==> src/rtl/hog_orient_bin.sv <==
// Four-stage HOG orientation binning: folds signed dx/dy into a quadrant, picks the
// nearest 20-degree bin centre (18 signed / 9 unsigned bins) and reports the L1 magnitude.
module hog_orient_bin #(
  parameter int DATA_W = 16,
  parameter int QN     = 8,
  parameter int USER_W = 8
) (
  input  logic                     aclk,
  input  logic                     arest,
  input  logic                     s_valid,
  output logic                     s_ready,
  input  logic signed [DATA_W-1:0] s_dx,
  input  logic signed [DATA_W-1:0] s_dy,
  input  logic                     s_signed,
  input  logic [USER_W-1:0]        s_user,
  output logic                     m_valid,
  input  logic                     m_ready,
  output logic [4:0]               m_bin,
  output logic [DATA_W:0]          m_mag,
  output logic                     m_zero,
  output logic [USER_W-1:0]        m_user
);

  localparam int DW = DATA_W + QN + 1;
  localparam int CW = QN + 1;

  function automatic int roundCoef(input int c14);
    int sh;
    sh = 14 - QN;
    if (sh == 0) return c14;
    return (c14 + (1 << (sh - 1))) >> sh;
  endfunction

  // Direction vectors for the five bin centres 0..80 degrees inside one quadrant.
  localparam logic [CW-1:0] COS_K [5] = '{CW'(roundCoef(16384)), CW'(roundCoef(15396)),
                                          CW'(roundCoef(12551)), CW'(roundCoef(8192)),
                                          CW'(roundCoef(2845))};
  localparam logic [CW-1:0] SIN_K [5] = '{CW'(roundCoef(0)),     CW'(roundCoef(5604)),
                                          CW'(roundCoef(10531)), CW'(roundCoef(14189)),
                                          CW'(roundCoef(16135))};

  logic en;

  logic              v1_q, sgn1_q, zero1_q;
  logic [DATA_W-1:0] ax1_q, ay1_q;
  logic [1:0]        quad1_q;
  logic [USER_W-1:0] user1_q;

  logic              v2_q, sgn2_q, zero2_q;
  logic [DW-1:0]     dot2_q [5];
  logic [DATA_W:0]   mag2_q;
  logic [1:0]        quad2_q;
  logic [USER_W-1:0] user2_q;

  logic              v3_q, sgn3_q, zero3_q;
  logic [2:0]        k3_q;
  logic [DATA_W:0]   mag3_q;
  logic [1:0]        quad3_q;
  logic [USER_W-1:0] user3_q;

  logic              v4_q, zero4_q;
  logic [4:0]        bin4_q;
  logic [DATA_W:0]   mag4_q;
  logic [USER_W-1:0] user4_q;

  logic [DATA_W-1:0] ax_d, ay_d;
  logic [1:0]        quad_d;
  logic              zero_d;
  logic [DW-1:0]     dot_d [5];
  logic [DATA_W:0]   mag_d;
  logic [DW-1:0]     best;
  logic [2:0]        k_d;
  logic [4:0]        bin_d;

  assign en      = !v4_q || m_ready;
  assign s_ready = en;
  assign m_valid = v4_q;
  assign m_bin   = bin4_q;
  assign m_mag   = mag4_q;
  assign m_zero  = zero4_q;
  assign m_user  = user4_q;

  // Dx == 0 with dy < 0 belongs to Q2 so that 270 degrees lands on bin 13.
  always_comb begin
    ax_d   = s_dx[DATA_W-1] ? (~s_dx + 1'b1) : s_dx;
    ay_d   = s_dy[DATA_W-1] ? (~s_dy + 1'b1) : s_dy;
    zero_d = (s_dx == '0) && (s_dy == '0);
    if (!s_dy[DATA_W-1]) quad_d = s_dx[DATA_W-1] ? 2'd0 + 2'd1 : 2'd0;
    else                 quad_d = (s_dx[DATA_W-1] || s_dx == '0) ? 2'd2 : 2'd3;
  end

  always_comb begin
    for (int k = 0; k < 5; k++) begin
      dot_d[k] = DW'(ax1_q) * DW'(COS_K[k]) + DW'(ay1_q) * DW'(SIN_K[k]);
    end
    mag_d = {1'b0, ax1_q} + {1'b0, ay1_q};
  end

  // Mirrored quadrants (Q1/Q3) prefer the higher k so every tie lands on the lower bin.
  always_comb begin
    best = dot2_q[0];
    k_d  = 3'd0;
    for (int k = 1; k < 5; k++) begin
      if (dot2_q[k] > best || (quad2_q[0] && dot2_q[k] == best)) begin
        best = dot2_q[k];
        k_d  = 3'(k);
      end
    end
  end

  always_comb begin
    case (quad3_q)
      2'd0:    bin_d = 5'(k3_q);
      2'd1:    bin_d = 5'd9 - 5'(k3_q);
      2'd2:    bin_d = 5'd9 + 5'(k3_q);
      default: bin_d = (k3_q == 3'd0) ? 5'd0 : 5'd18 - 5'(k3_q);
    endcase
    if (!sgn3_q && bin_d >= 5'd9) bin_d = bin_d - 5'd9;
    if (zero3_q) bin_d = 5'd0;
  end

  always_ff @(posedge aclk or posedge arest) begin
    if (arest) begin
      v1_q <= 1'b0; sgn1_q <= 1'b0; zero1_q <= 1'b0; ax1_q <= '0; ay1_q <= '0;
      quad1_q <= '0; user1_q <= '0;
      v2_q <= 1'b0; sgn2_q <= 1'b0; zero2_q <= 1'b0; mag2_q <= '0; quad2_q <= '0;
      user2_q <= '0;
      for (int k = 0; k < 5; k++) dot2_q[k] <= '0;
      v3_q <= 1'b0; sgn3_q <= 1'b0; zero3_q <= 1'b0; k3_q <= '0; mag3_q <= '0;
      quad3_q <= '0; user3_q <= '0;
      v4_q <= 1'b0; zero4_q <= 1'b0; bin4_q <= '0; mag4_q <= '0; user4_q <= '0;
    end else if (en) begin
      v1_q <= s_valid; sgn1_q <= s_signed; zero1_q <= zero_d; ax1_q <= ax_d;
      ay1_q <= ay_d; quad1_q <= quad_d; user1_q <= s_user;
      v2_q <= v1_q; sgn2_q <= sgn1_q; zero2_q <= zero1_q; mag2_q <= mag_d;
      quad2_q <= quad1_q; user2_q <= user1_q;
      for (int k = 0; k < 5; k++) dot2_q[k] <= dot_d[k];
      v3_q <= v2_q; sgn3_q <= sgn2_q; zero3_q <= zero2_q; k3_q <= k_d;
      mag3_q <= mag2_q; quad3_q <= quad2_q; user3_q <= user2_q;
      v4_q <= v3_q; zero4_q <= zero3_q; bin4_q <= bin_d; mag4_q <= mag3_q;
      user4_q <= user3_q;
    end
  end

endmodule

==> config.mk <==
export PLATFORM = sky130hd
export DESIGN_NAME = hog_orient_bin
export DESIGN_NICKNAME = d
export VERILOG_FILES = /design/src/rtl/hog_orient_bin.sv
export SDC_FILE = /design/constraint.sdc
export NUM_CORES = 2
export LEC_CHECK = 0
export BUFFER_PORTS_ARGS = -buffer_cell sky130_fd_sc_hd__buf_2
export CORE_ASPECT_RATIO = 1.25
export CORE_MARGIN = 5
export CORE_UTILIZATION = 50
export DETAILED_ROUTE_END_ITERATION = 10
export GPL_TIMING_DRIVEN = 0
export PLACE_DENSITY = 0.66
export SYNTH_ARGS = -nofsm -noshare
export SYNTH_HDL_FRONTEND = slang
export SYNTH_SLANG_ARGS = --single-unit
export TNS_END_PERCENT = 1
==> constraint.sdc <==
create_clock -name aclk -period 12.3 [get_ports aclk]
set_input_delay 0.615 -clock aclk [delete_from_list [all_inputs] [get_ports aclk]]
set_output_delay 0.615 -clock aclk [all_outputs]
set_load 0.005 [all_outputs]
# --- Yosys cells after proc, flatten, opt, wreduce, memory -nomap -nowiden ---
# Cells that the tools add are included.
classes:
  n_addsub: 11
  multipliers: 7
  order_cmp: 5
  n_eq_ne: 6
  mux: 16
  bitwise: 2
  reduce_logical: 18
op_table:
  columns: ["operator", "count"]
  rows:
  - ["== test 25 bit", 3]
  - ["> comparator 25 bit", 3]
  - ["two-way mux 25 bit", 3]
  - ["multiplier 16 x 8 -> 24 bit (second input constant)", 2]
  - ["multiplier 16 x 6 -> 22 bit (second input constant)", 2]
  - ["multiplier 16 x 4 -> 20 bit (second input constant)", 2]
  - ["adder 16 x 1 -> 16 bit (second input constant)", 2]
  - ["zero test 16 bit", 2]
  - ["two-way mux 16 bit", 2]
  - ["NOT 16 bit", 2]
  - ["adder 22 x 24 -> 25 bit", 1]
  - ["adder 23 x 24 -> 25 bit", 1]
  - ["adder 24 x 23 -> 25 bit", 1]
  - ["adder 24 x 24 -> 25 bit", 1]
  - ["== test 25 x 24 -> 1 bit", 1]
  - ["> comparator 25 x 24 -> 1 bit", 1]
  - ["multiplier 16 x 7 -> 23 bit (second input constant)", 1]
  - ["adder 16 x 16 -> 17 bit", 1]
  - ["two-way mux 5 bit", 3]
  - ["case mux 5 bit (3 select lines)", 1]
  - ["two-way mux 3 bit", 3]
  - ["logical AND 1 bit", 6]
  - ["logical OR 1 bit", 6]
  - ["adder 4 x 3 -> 5 bit (first input constant)", 1]
  - ["11 further kinds", 14]
totals:
  register_bits: 256
  elab_cells: 95

# --- Longest topological paths before layout ---
depth:
  depth_word: 16
  ltp_mapped: 48
  ltp_nobuf: 45

# --- Least setup slack after synthesis ---
# No wires, ideal clock.
synth_path:
  kind: "reg2reg"
  startpoint: "register dot2_q[76] (netlist bit)"
  endpoint: "register k3_q[0]"
  arrival_ps: 8808
  required_ps: 12230
  slack_ps: 3422
  stages_incl_launch_ff: 44
  path_buffers: 5
  path_cell_list: "dfrtp_1 > inv_1 > ha_1 > nand4b_4 > nor4_4 > a211oi_1 > a21boi_1 > o21a_1 > clkbuf_1 > clkbuf_1 > a21oi_1 > ha_1 > nand4_1 > nor2_1 > nand4_1 > nor4_1 > nand2_1 > a31o_2 > [... 8 more ...] > or3_1 > a211oi_4 > mux2i_2 > buf_6 > mux2_4 > ha_1 > a21o_1 > a21o_1 > a21o_1 > a21oi_1 > nor2b_1 > o21ai_0 > nand2b_1 > a21oi_1 > o2111a_1 > and2_1 > a22oi_1 > nand3b_1"
synth_between:
  elab_chain_len: 16
  elab_cells_between_ends: 23
  classes_between: "order compare: 4; eq/ne: 4; mux: 7; reduce/logical: 8"
synth_lines:
  columns: ["element", "line_no", "source"]
  rows:
  - ["start, declared", "50", "logic [DW-1:0] dot2_q [5];"]
  - ["branches (longest 15 deep; another with > comparator 25 x 24 -> 1 bit)", null, null]
  - ["two-way mux 3 bit (*)", "104", "if (dot2_q[k] > best || (quad2_q[0] && dot2_q[k] == best)) begin"]
  - ["end signal, assigned", "138", "v3_q <= v2_q; sgn3_q <= sgn2_q; zero3_q <= zero2_q; k3_q <= k_d;"]
  - ["end, declared", "56", "logic [2:0] k3_q;"]
# Mark *: on every way between the ends.
# A chain may end at the register's enable or synchronous reset.

# --- Worst setup path after layout ---
layout_path:
  startpoint: "register dot2_q[97] (netlist bit)"
  endpoint: "register k3_q[0]"
# Same word-level chain as after synthesis.

==> qor.yml <==
worst_setup_path:
  crit_top_cell: "nand4_1"
  path_class: "flop to flop"
  crit_slowest_cell: "or4_1"
  reg2reg_depth: 36
  rr_startpoint: "dot2_q[97]"
  worstPathRequired_ns: 12.76
  cp-end-kind: "flop"
  start_kind: "flop"
  crit_start: "dot2_q[97]"
  slowest_delay_ns: 0.63
  worstPathMaxFanout: 10
  cp_data_arrival_time_ns: 12.38
floorplan:
  core_area_sq_um: 56100
  start_util: 0.506
  dieHeight_um: 276
  die_area_sq_um: 61600
  fp-row-count: 97
  io_pins: 78
  die_w_um: 223
finish:
  final_cell_area_sq_um: 30800
  area_growth_pct: 8.60
  drive_above_1_share: 0.0549
  filler_cell_count: 5261
  finish.utilization: 0.549
  final_net_count: 4066
placement:
  gp_congestion: 0.940
  place_hpwl_um: 70500
  portBuffers: 76
  place_area_sq_um: 29700
cts:
  cts_tree: "yes"
  htree_levels: 1
  cts_buffer_depth: 3
  cts_hold_buf: 0
  clk_latency_ns: 0.58
  postCtsSetupBuffers: 0
  path_clk_slew_ns: 0.07
  cts.sinks: 248
  root_buffer: "clkbuf_16"
  cts_buffers: 29
logic_synthesis:
  syn_avg_cell_area_sq_um: 8.79
  yosysWarnings: 0
  async_reset_ff_frac: 1.00
  postSynthCellCount: 3223
  syn-num-nets: 3958
  syn-cell-area_sq_um: 28300
  synth_edf_count: 0
  synth_ff_type: "dfrtp_1"
  yosysSeqAreaShare: 0.219
  yosysUniqueCellTypes: 80
  ys_ff_latch: 248
run_status:
  status: "finished, violations left"
  violations: "max-capacitance violations"
route:
  via_per_inst: 5.70
  wire_per_inst_um: 21.7
  first_iter_violations: 1417
  drtPass1Iterations: 5
  drc: 0
  wl_um: 88800
  dr_total_vias: 23400
  ant_nets: 0
grt:
  grt_pass1_wl_um: 137000
  grt_start_max_net_pins: 132
  grt_usage: 0.283
  grt_pass1_vias: 23700
  grt_overflow: 0
  antenna_found_initial: 1
sta:
  fmax_mhz: 83.9
  rsz0062_at_grt: "no"
  drv_slew: 0
  relSlewSlack: 0.0166
  holdWs_ns: 0.186
  period_share: 0.969
  setup_viol: 0
  fin_skew_ns: 0.0135
  tightestPinTransition_ns: 1.46
  post-route-min-period_ns: 11.92
  hold_violations: 0
worst_hold_path:
  worstHoldPathType: "input pin to async pin"
job:
  maxCapViolCount: 1
kinds of logic after synthesis:
logic type	after synthesis	synth area share
multiplexers	26	0.0122
AO/OA/AOI/OAI	631	0.139
flip-flops	248	0.219
adder cells (fa/ha/maj)	690	0.363
AND/OR/NAND/NOR	919	0.144
buffers and inverters	553	0.0739
XOR/XNOR	156	0.0487
placed cells by master, fill, tap and decap left out, types with 8 or more instances in the layout:
cell type | synthesis | final
a211oi_1 | 19 | 19
a21boi_0 | 23 | 23
a21o_1 | 48 | 48
a21oi_1 | 181 | 181
a31oi_1 | 13 | 13
and2_1 | 8 | 8
and3_1 | 16 | 16
buf_2 | 3 | 79
clkbuf_1 | 62 | 62
clkbuf_16 | 0 | 29
dfrtp_1 | 248 | 248
fa_1 | 222 | 222
ha_1 | 468 | 468
inv_1 | 479 | 478
mux2_4 | 16 | 16
nand2_1 | 463 | 463
nand2b_1 | 21 | 21
nand3_1 | 37 | 37
nand4_1 | 25 | 25
nor2_1 | 198 | 198
nor2b_1 | 34 | 34
nor3_1 | 49 | 48
nor4_1 | 9 | 8
o211ai_1 | 12 | 12
o21a_1 | 19 | 19
o21ai_0 | 195 | 195
o21bai_1 | 11 | 11
o31ai_1 | 25 | 25
o41ai_1 | 10 | 10
or3_1 | 19 | 19
xnor2_1 | 84 | 84
xor2_1 | 71 | 71
cell type report:
cell class | count | area, sq um | share of cell area
Tap cell | 742 | 928 | 0.0302
Antenna cell | 1 | 2.50 | 0.0000813
Clock buffer | 38 | 820 | 0.0266
Timing Repair Buffer | 77 | 408 | 0.0133
Sequential cell | 248 | 6210 | 0.202
Inverter | 479 | 1810 | 0.0587
Clock inverter | 14 | 250 | 0.00813
Buffer | 74 | 300 | 0.00975
Multi-Input combinational cell | 2422 | 20100 | 0.652
sequential cells by signal (all words and copies together), names as in the netlist, 2 cells and up:
register,flops
k3_q,3
mag2_q,17
m_bin,5
ay1_q,16
quad3_q,2
user3_q,8
quad1_q,2
mag3_q,17
quad2_q,2
user1_q,8
m_mag,17
m_user,8
dot2_q,108
user2_q,8
ax1_q,16
critical path, delay by kind of cell (launching register included):
family / cells / cell delay, ns
and+or+nand+nor: 15 / 4.39
AOI/OAI and AO/OA: 10 / 3.26
buffers and inverters: 5 / 1.65
adders and majority gates: 4 / 1.16
muxes: 2 / 0.87
DFF: 1 / 0.42
final timing paths:
| path | to | slack [ns] |
|---|---|---|
| max in group asynchronous | dot2_q[23] | 10.89 |
| min in group aclk | user1_q[6] | 0.24 |
| worst max-delay path | k3_q[0] | 0.38 |
| worst max register to register | k3_q[0] | 0.38 |
| worst min-delay path | m_user[7] | 0.19 |
| worst min register to register | m_zero | 0.46 |
what timing repair did:
item | in CTS | in global routing
gates resized for setup | 3 | 4
setup endpoints to repair | 3 | 3
pin swaps | 0 | 1
synthesized netlist by cell type, drive strengths merged, types with 5 or more instances:
cell | count | area (sq um)
nand2b | 21 | 131
a21oi | 183 | 923
xor2 | 71 | 622
and3 | 16 | 100
dfrtp | 248 | 6210
or3 | 19 | 119
o21a | 19 | 143
mux2i | 8 | 83.8
o211ai | 12 | 90.1
a31oi | 13 | 81.3
a41oi | 7 | 68.8
nand3b | 7 | 52.6
nor4 | 10 | 77.6
or4 | 5 | 37.5
o21ai | 198 | 1010
o31ai | 25 | 188
or2 | 8 | 50.1
o21bai | 11 | 82.6
a22o | 6 | 52.6
a21o | 48 | 360
a2111oi | 6 | 58.8
nor2 | 198 | 743
nand3 | 37 | 185
inv | 479 | 1800
clkbuf | 62 | 233
fa | 222 | 4440
a31o | 6 | 52.6
mux2 | 18 | 263
and2 | 8 | 50.1
nor3 | 49 | 245
nor3b | 7 | 52.6
a21boi | 24 | 180
o31a | 7 | 61.3
ha | 468 | 5860
o41ai | 11 | 104
o2111ai | 7 | 61.3
nor2b | 34 | 213
a211oi | 21 | 175
nand2 | 463 | 1740
nand4 | 26 | 169
xnor2 | 84 | 736
buf | 12 | 63.8
nand4b | 6 | 67.6
stage by stage:
stage	cells	TNS (ns)	setup WS (ns)
5_1_grt	4094	0	0.0826
2_1_floorplan	3223	0	3.42
3_3_place_gp	4041	-0.820	-0.355
3_5_place_dp	4042	-1.24	-0.500
6_report	4095	0	0.382
4_1_cts	4094	0	0.186
routing by layer:
layer  GRT usage  vias up  part of all wire
met3      0.0271      182             0.046
met1       0.353    11500              0.40
met5           0        -                 0
li1            -    11000                 -
met4       0.115        0             0.052
met2       0.501      622              0.50
Power is not shown: default switching activity piles up to over one toggle a cycle in this logic, so the estimate is an artifact.
